File: src/rtl/ex_wb_buffer_pkg.sv
// ex_wb_buffer_pkg: shared widths, writeback entry layout and debug fill pattern
package ex_wb_buffer_pkg;
  localparam int DEF_DATAPATH_WIDTH = 64;
  localparam int DEF_REG_ADDR_WIDTH = 5;
  localparam int DEF_CNT_WIDTH = 32;
  localparam logic [63:0] DEBUG_PATTERN = 64'hDEAD_BEEF_DEAD_BEEF;
  typedef struct packed {
    logic [DEF_DATAPATH_WIDTH-1:0] data;
    logic [DEF_REG_ADDR_WIDTH-1:0] rd;
    logic we;
  } wb_entry_t;
endpackage

File: src/rtl/ex_wb_buffer_skid.sv
// skid_buffer_2: generic two-entry (main + skid) valid/ready buffer with registered ready
module skid_buffer_2
  import ex_wb_buffer_pkg::*;
#(
  parameter int W = DEF_DATAPATH_WIDTH
) (
  input  logic         clk,
  input  logic         rst_n,
  input  logic         flush_i,
  input  logic         in_valid_i,
  output logic         in_ready_o,
  input  logic [W-1:0] in_data_i,
  output logic         out_valid_o,
  input  logic         out_ready_i,
  output logic [W-1:0] out_data_o,
  output logic         skid_valid_o,
  output logic [W-1:0] skid_data_o
);
  logic main_v_q, main_v_d, skid_v_q, skid_v_d;
  logic [W-1:0] main_q, main_d, skid_q, skid_d;
  logic push, pop;
  assign push = in_valid_i & ~skid_v_q;
  assign pop = main_v_q & out_ready_i;
  assign in_ready_o = ~skid_v_q;
  assign out_valid_o = main_v_q;
  assign out_data_o = main_q;
  assign skid_valid_o = skid_v_q;
  assign skid_data_o = skid_q;
  // FIFO next state: flush wins, skid drains into main, new data fills the first free slot
  always_comb begin
    main_v_d = main_v_q;
    skid_v_d = skid_v_q;
    main_d = main_q;
    skid_d = skid_q;
    if (flush_i) begin
      main_v_d = 1'b0;
      skid_v_d = 1'b0;
    end else if (skid_v_q) begin
      if (pop) begin
        main_d = skid_q;
        skid_v_d = 1'b0;
      end
    end else if (main_v_q) begin
      if (pop && push) main_d = in_data_i;
      else if (pop) main_v_d = 1'b0;
      else if (push) begin
        skid_d = in_data_i;
        skid_v_d = 1'b1;
      end
    end else if (push) begin
      main_d = in_data_i;
      main_v_d = 1'b1;
    end
  end
  // Entry storage, cleared asynchronously
  always_ff @(posedge clk or negedge rst_n) begin
    if (!rst_n) begin
      main_v_q <= 1'b0;
      skid_v_q <= 1'b0;
      main_q <= '0;
      skid_q <= '0;
    end else begin
      main_v_q <= main_v_d;
      skid_v_q <= skid_v_d;
      main_q <= main_d;
      skid_q <= skid_d;
    end
  end
endmodule

File: src/rtl/ex_wb_buffer.sv
// ex_wb_buffer: execute-to-writeback skid stage with branch resolve, operand bypass and retire count
module ex_wb_buffer
  import ex_wb_buffer_pkg::*;
#(
  parameter int DATAPATH_WIDTH = DEF_DATAPATH_WIDTH,
  parameter int REG_ADDR_WIDTH = DEF_REG_ADDR_WIDTH,
  parameter int CNT_WIDTH = DEF_CNT_WIDTH
) (
  input  logic                      clk,
  input  logic                      rst_n,
  input  logic                      flush_in,
  input  logic                      ex_valid_in,
  output logic                      ex_ready_out,
  input  logic [DATAPATH_WIDTH-1:0] alu_result_in,
  input  logic                      alu_zero_in,
  input  logic [REG_ADDR_WIDTH-1:0] rd_addr_in,
  input  logic                      reg_we_in,
  input  logic                      branch_in,
  output logic                      wb_valid_out,
  input  logic                      wb_ready_in,
  output logic [DATAPATH_WIDTH-1:0] wb_data_out,
  output logic [REG_ADDR_WIDTH-1:0] wb_rd_addr_out,
  output logic                      wb_we_out,
  output logic                      branch_taken_out,
  output logic                      fwd_valid_out,
  output logic [REG_ADDR_WIDTH-1:0] fwd_rd_addr_out,
  output logic [DATAPATH_WIDTH-1:0] fwd_data_out,
  output logic [CNT_WIDTH-1:0]      retired_cnt_out
);
  localparam int EW = DATAPATH_WIDTH + REG_ADDR_WIDTH + 1;
  logic [EW-1:0] in_ent, main_ent, skid_ent;
  logic skid_v, accept, pop, skid_fwd, main_fwd;
  logic branch_q, branch_d;
  logic [CNT_WIDTH-1:0] cnt_q, cnt_d;
  assign in_ent = {reg_we_in, rd_addr_in, alu_result_in};
  assign accept = ex_valid_in & ex_ready_out;
  assign pop = wb_valid_out & wb_ready_in;
  skid_buffer_2 #(.W(EW)) u_buf (
    .clk          (clk),
    .rst_n        (rst_n),
    .flush_i      (flush_in),
    .in_valid_i   (ex_valid_in & ~branch_in),
    .in_ready_o   (ex_ready_out),
    .in_data_i    (in_ent),
    .out_valid_o  (wb_valid_out),
    .out_ready_i  (wb_ready_in),
    .out_data_o   (main_ent),
    .skid_valid_o (skid_v),
    .skid_data_o  (skid_ent)
  );
  assign {wb_we_out, wb_rd_addr_out, wb_data_out} = main_ent;
  assign skid_fwd = skid_v & skid_ent[EW-1];
  assign main_fwd = wb_valid_out & main_ent[EW-1];
  assign fwd_valid_out = skid_fwd | main_fwd;
  assign fwd_rd_addr_out = skid_fwd ? skid_ent[EW-2:DATAPATH_WIDTH] :
                           main_fwd ? main_ent[EW-2:DATAPATH_WIDTH] : '0;
  assign fwd_data_out = skid_fwd ? skid_ent[DATAPATH_WIDTH-1:0] :
                        main_fwd ? main_ent[DATAPATH_WIDTH-1:0] : '0;
  assign branch_taken_out = branch_q;
  assign retired_cnt_out = cnt_q;
  // Redirect pulse for taken branches (suppressed by flush) and retire counter increment
  always_comb begin
    branch_d = accept & branch_in & alu_zero_in & ~flush_in;
    cnt_d = cnt_q + CNT_WIDTH'(pop);
  end
  // Pulse and counter registers; only reset clears the counter
  always_ff @(posedge clk or negedge rst_n) begin
    if (!rst_n) begin
      branch_q <= 1'b0;
      cnt_q <= '0;
    end else begin
      branch_q <= branch_d;
      cnt_q <= cnt_d;
    end
  end
endmodule
File: config.mk
export PLATFORM = sky130hd
export DESIGN_NAME = ex_wb_buffer
export DESIGN_NICKNAME = d
export VERILOG_FILES = /design/src/rtl/ex_wb_buffer_pkg.sv /design/src/rtl/ex_wb_buffer_skid.sv /design/src/rtl/ex_wb_buffer.sv
export SDC_FILE = /design/constraint.sdc
export NUM_CORES = 1
export LEC_CHECK = 0
export CAP_MARGIN = 25
export CORE_MARGIN = 1.5
export CORE_UTILIZATION = 43
export CTS_BUF_LIST = sky130_fd_sc_hd__clkbuf_16
export CTS_CLUSTER_SIZE = 10
export DETAILED_ROUTE_END_ITERATION = 7
export PLACE_DENSITY = 0.77
export SLEW_MARGIN = 10
export SYNTH_ARGS = -nofsm -noshare
export SYNTH_HDL_FRONTEND = slang
export SYNTH_SLANG_ARGS = --single-unit
File: constraint.sdc
create_clock -name clk -period 1.9 [get_ports clk]
set_input_delay 0.285 -clock clk [delete_from_list [all_inputs] [get_ports clk]]
set_output_delay 0.285 -clock clk [all_outputs]
set_load 0.05 [all_outputs]
==> out/qor.csv <==
stage,metric,value,unit
logic_synthesis,synthesized cell area,8310,sq um
sta,worst hold slack,331,ps
global_routing,GRT Residual Overflow,0,
clock_tree,clk_lat worst skew,430,ps
drt,Detailed Route WL,27.0,mm
worst_setup_path,sum of buffers and inverters on the critical path,3,
global_routing,initial antenna violation count,1,
floorplan,Die Ht,142,um
run_status,status,"complete, but fails checks",
power,P per Cell Area,857,nW/um^2
sta,final slew viol count,0,
floorplan,Ports,252,
clock_tree,Root Driver,clkbuf_16,
power,Internal,7.34,mW
clock_tree,Sink Count,175,
worst_setup_path,worst-path fanout max,8,
drt,vias,7271,
worst_setup_path,crit-path cells,and2_4 -> a21oi_4 -> buf_12 -> clkbuf_16 -> a21oi_4 -> buf_12,
worst_setup_path,CP Class,flop to primary output,
finish,area delta synth->final,68.7,%
clock_tree,clock buffer depth,2,
logic_synthesis,Mapped Cells,820,
global_routing,Total GRT Usage,25.8,%
worst_setup_path,Crit path required time,1620,ps
finish,fraction of layout cells with a size suffix above 1,34.8,%
clock_tree,Num CTS Buffers,17,
worst_setup_path,cell family with most CP delay,buffers and inverters,
sta,Worst Max-Slew Pin Slew,558,ps
finish,most frequent cells in the layout,"nand2_1, dfrtp_1, buf_12",
global_routing,first-pass GRT wire length,40.2,mm
drt,1st-pass router iterations,7,
floorplan,Die ar.,20200,sq um
drt,initial DRC count,280,
logic_synthesis,Synth Register Bits,175,
power,switching fraction of total power,38.9,%
logic_synthesis,Netlist cell types,31,
power,Clock Power Share,28.2,%
drt,Routed WL per cell,19.7,um
drt,DRC,0,
clock_tree,TritonCTS clock tree,yes,
logic_synthesis,Synthesized Nets,899,
sta,final setup margin,-239,ps
global_routing,vias in the first global route,7384,
sta,Final Setup Violations,70,
power,Leak,6.07,nW
floorplan,Die W,142,um
place,placed cell areas,12800,sq um
run_status,failing checks,negative setup slack,
clock_tree,Clock transition at path regs,70,ps
sta,post-route clock period utilization,113,%
drt,drt via density,5.29,
worst_setup_path,Slowest Stage Delay on Critical Path,490,ps
power,Design Power,12.0,mW
logic_synthesis,sequential area share after synthesis,52.7,%
floorplan,core area,18800,sq um
drt,Final ANT Viol Nets,0,
min_path,Tightest Hold Check Type,primary input to flop,
global_routing,largest net degree at the start of global routing,54,
place,port bufs,251,
power,Flop pwr share,40.4,%
power,worst vdd ir,0.651,mV
power,Comb power frac,31.4,%
finish,Final Net Count,1179,
sta,Setup Skew,8.45,ps
sta,Max Fclk,0.467,GHz
floorplan,FP Rows,50,
worst_setup_path,Worst setup EP type,primary output,
finish,Final Instance Area,14000,sq um
sta,RSZ-0062 raised after global routing,yes,
sta,"Min Clock Period, post-route",2140,ps
sta,final hold violation count,0,
logic_synthesis,Avg Inst Size Synth,10.1,sq um
sta,normalized max-slew margin,62.9,%
finish,"most common cell after layout, fill and taps aside",nand2_1,
place,detailed placement HPWL,16.5,mm
power,NetSw,4.68,mW
logic_synthesis,Synth Warn #,0,
finish,Fill cells,1264,
worst_setup_path,CP Launch Type,flop,
worst_setup_path,Slowest cell on crit path,dfrtp_4,
worst_setup_path,CP arrival,1850,ps
floorplan,effective utilization at floorplan,44.1,%
run,Max Cap Viol,0,
place,gpl congestion,0.777,
clock_tree,H-tree level count,4,
Yosys cell counts:
library cell	instances	share of area, %
nand2_1	218	9.8
dfrtp_1	175	53
a21oi_1	73	4.4
mux2_2	70	9.5
mux2i_1	69	8.3
o21ai_0	53	3.2
buf_2	36	2.2
xnor2_1	26	2.7
clkbuf_1	18	0.81
o21ai_1	18	1.1
nand3_1	14	0.84
nand4_1	8	0.60
and4_1	6	0.63
inv_1	5	0.23
xor2_1	5	0.53
and3_1	4	0.30
and2_1	3	0.23
nor3_1	3	0.18
ha_1	2	0.30
nand2b_1	2	0.15
nor2_1	2	0.090
and2_0	1	0.075
buf_1	1	0.045
buf_6	1	0.14
nand3_4	1	0.21
nor2b_1	1	0.075
nor4_1	1	0.075
nor4_2	1	0.15
nor4_4	1	0.26
o2111ai_1	1	0.11
or3_1	1	0.075
stage by stage:
stage / cells / utilization (%) / setup WS, ps / setup TNS, ps
2_1_floorplan: 820 / - / -100 / -750
3_3_place_gp: 1308 / 67.8 / -287 / -4170
3_5_place_dp: 1308 / 67.8 / -366 / -5520
4_1_cts: 1355 / 72.1 / -256 / -15620
5_1_grt: 1374 / 74.5 / -295 / -18530
6_report: 1374 / 74.5 / -239 / -14270
worst reg2reg max path: cells and delay by family (launching register included):
family        cells  cell delay [ps]
buf+inv           1              190
flops             1              360
simple gates      4              860
fa+ha+maj         1              150
xor+xnor          1              160
kinds of logic (layout without fill, tap and decap cells):
kind of cell | Yosys count | after routing | synth area share [%]
fa+ha+maj | 2 | 2 | 0.301
flops | 175 | 175 | 52.7
buf+inv | 61 | 353 | 3.39
compound gates | 145 | 145 | 8.78
xor+xnor | 31 | 31 | 3.27
simple gates | 267 | 268 | 13.8
other cells | 0 | 1 | 0
mux | 139 | 139 | 17.8
cell type report:
class / instances / area (sq um) / area share, %
Clock inverter: 15 / 140 / 0.999
Antenna cell: 1 / 2.50 / 0.0178
Timing Repair Buffer: 316 / 4100 / 29.2
Clock buffer: 17 / 425 / 3.03
Inverter: 5 / 23.8 / 0.170
Multi-Input combinational cell: 585 / 4620 / 33.0
Sequential cell: 175 / 4390 / 31.3
Tap cell: 260 / 325 / 2.32
state kept, by name, indices dropped and copies added (netlist names):
name / count
u_buf.skid_valid_o: 1
retired_cnt_out: 32
branch_taken_out: 1
u_buf.skid_data_o: 70
u_buf.out_data_o: 70
u_buf.out_valid_o: 1
power by group through the flow:
| stage | sequential (mW) | clock, mW | combinational, mW |
|---|---|---|---|
| CTS | 4.82 | 3.45 | 3.70 |
| global route | 4.94 | 3.60 | 3.97 |
| global placement | 4.85 | 0 | 3.75 |
| detailed placement | 4.88 | 0 | 3.82 |
| finish | 4.85 | 3.39 | 3.77 |
| floorplan | 6.04 | 0 | 1.11 |
final timing paths:
kind	cells after the start	slack, ps	endpoint	startpoint
max in group asynchronous	3	870	u_buf.out_data_o[14]$_DFFE_PN0P_	rst_n
min reg2reg	1	480	retired_cnt_out[20]$_DFF_PN0_	retired_cnt_out[20]$_DFF_PN0_
max	6	-240	fwd_rd_addr_out[0]	u_buf.skid_valid_o$_DFF_PN0_
max reg2reg	7	80	retired_cnt_out[31]$_DFF_PN0_	u_buf.out_valid_o$_DFFE_PN0P_
min	4	330	u_buf.out_valid_o$_DFFE_PN0P_	wb_ready_in
min in group asynchronous	2	350	retired_cnt_out[28]$_DFF_PN0_	rst_n
repair_timing:
item	CTS	global route
gates resized for setup	111	47
hold endpoints to repair	36	0
hold buffers	1	0
buffers inserted	9	10
gates cloned	5	9
pin swaps	17	17
setup endpoints to repair	148	75
routing by layer:
| layer | global-route usage [%] | up-vias | routed length [um] |
|---|---|---|---|
| met2 | 43.1 | 241 | 13600 |
| met4 | 9.55 | 0 | 760 |
| li1 | - | 3372 | - |
| met3 | 7.54 | 42 | 1750 |
| met5 | 0 | - | 0 |
| met1 | 31.7 | 3616 | 11000 |
Note: power is estimated with default switching activity, not from simulation.
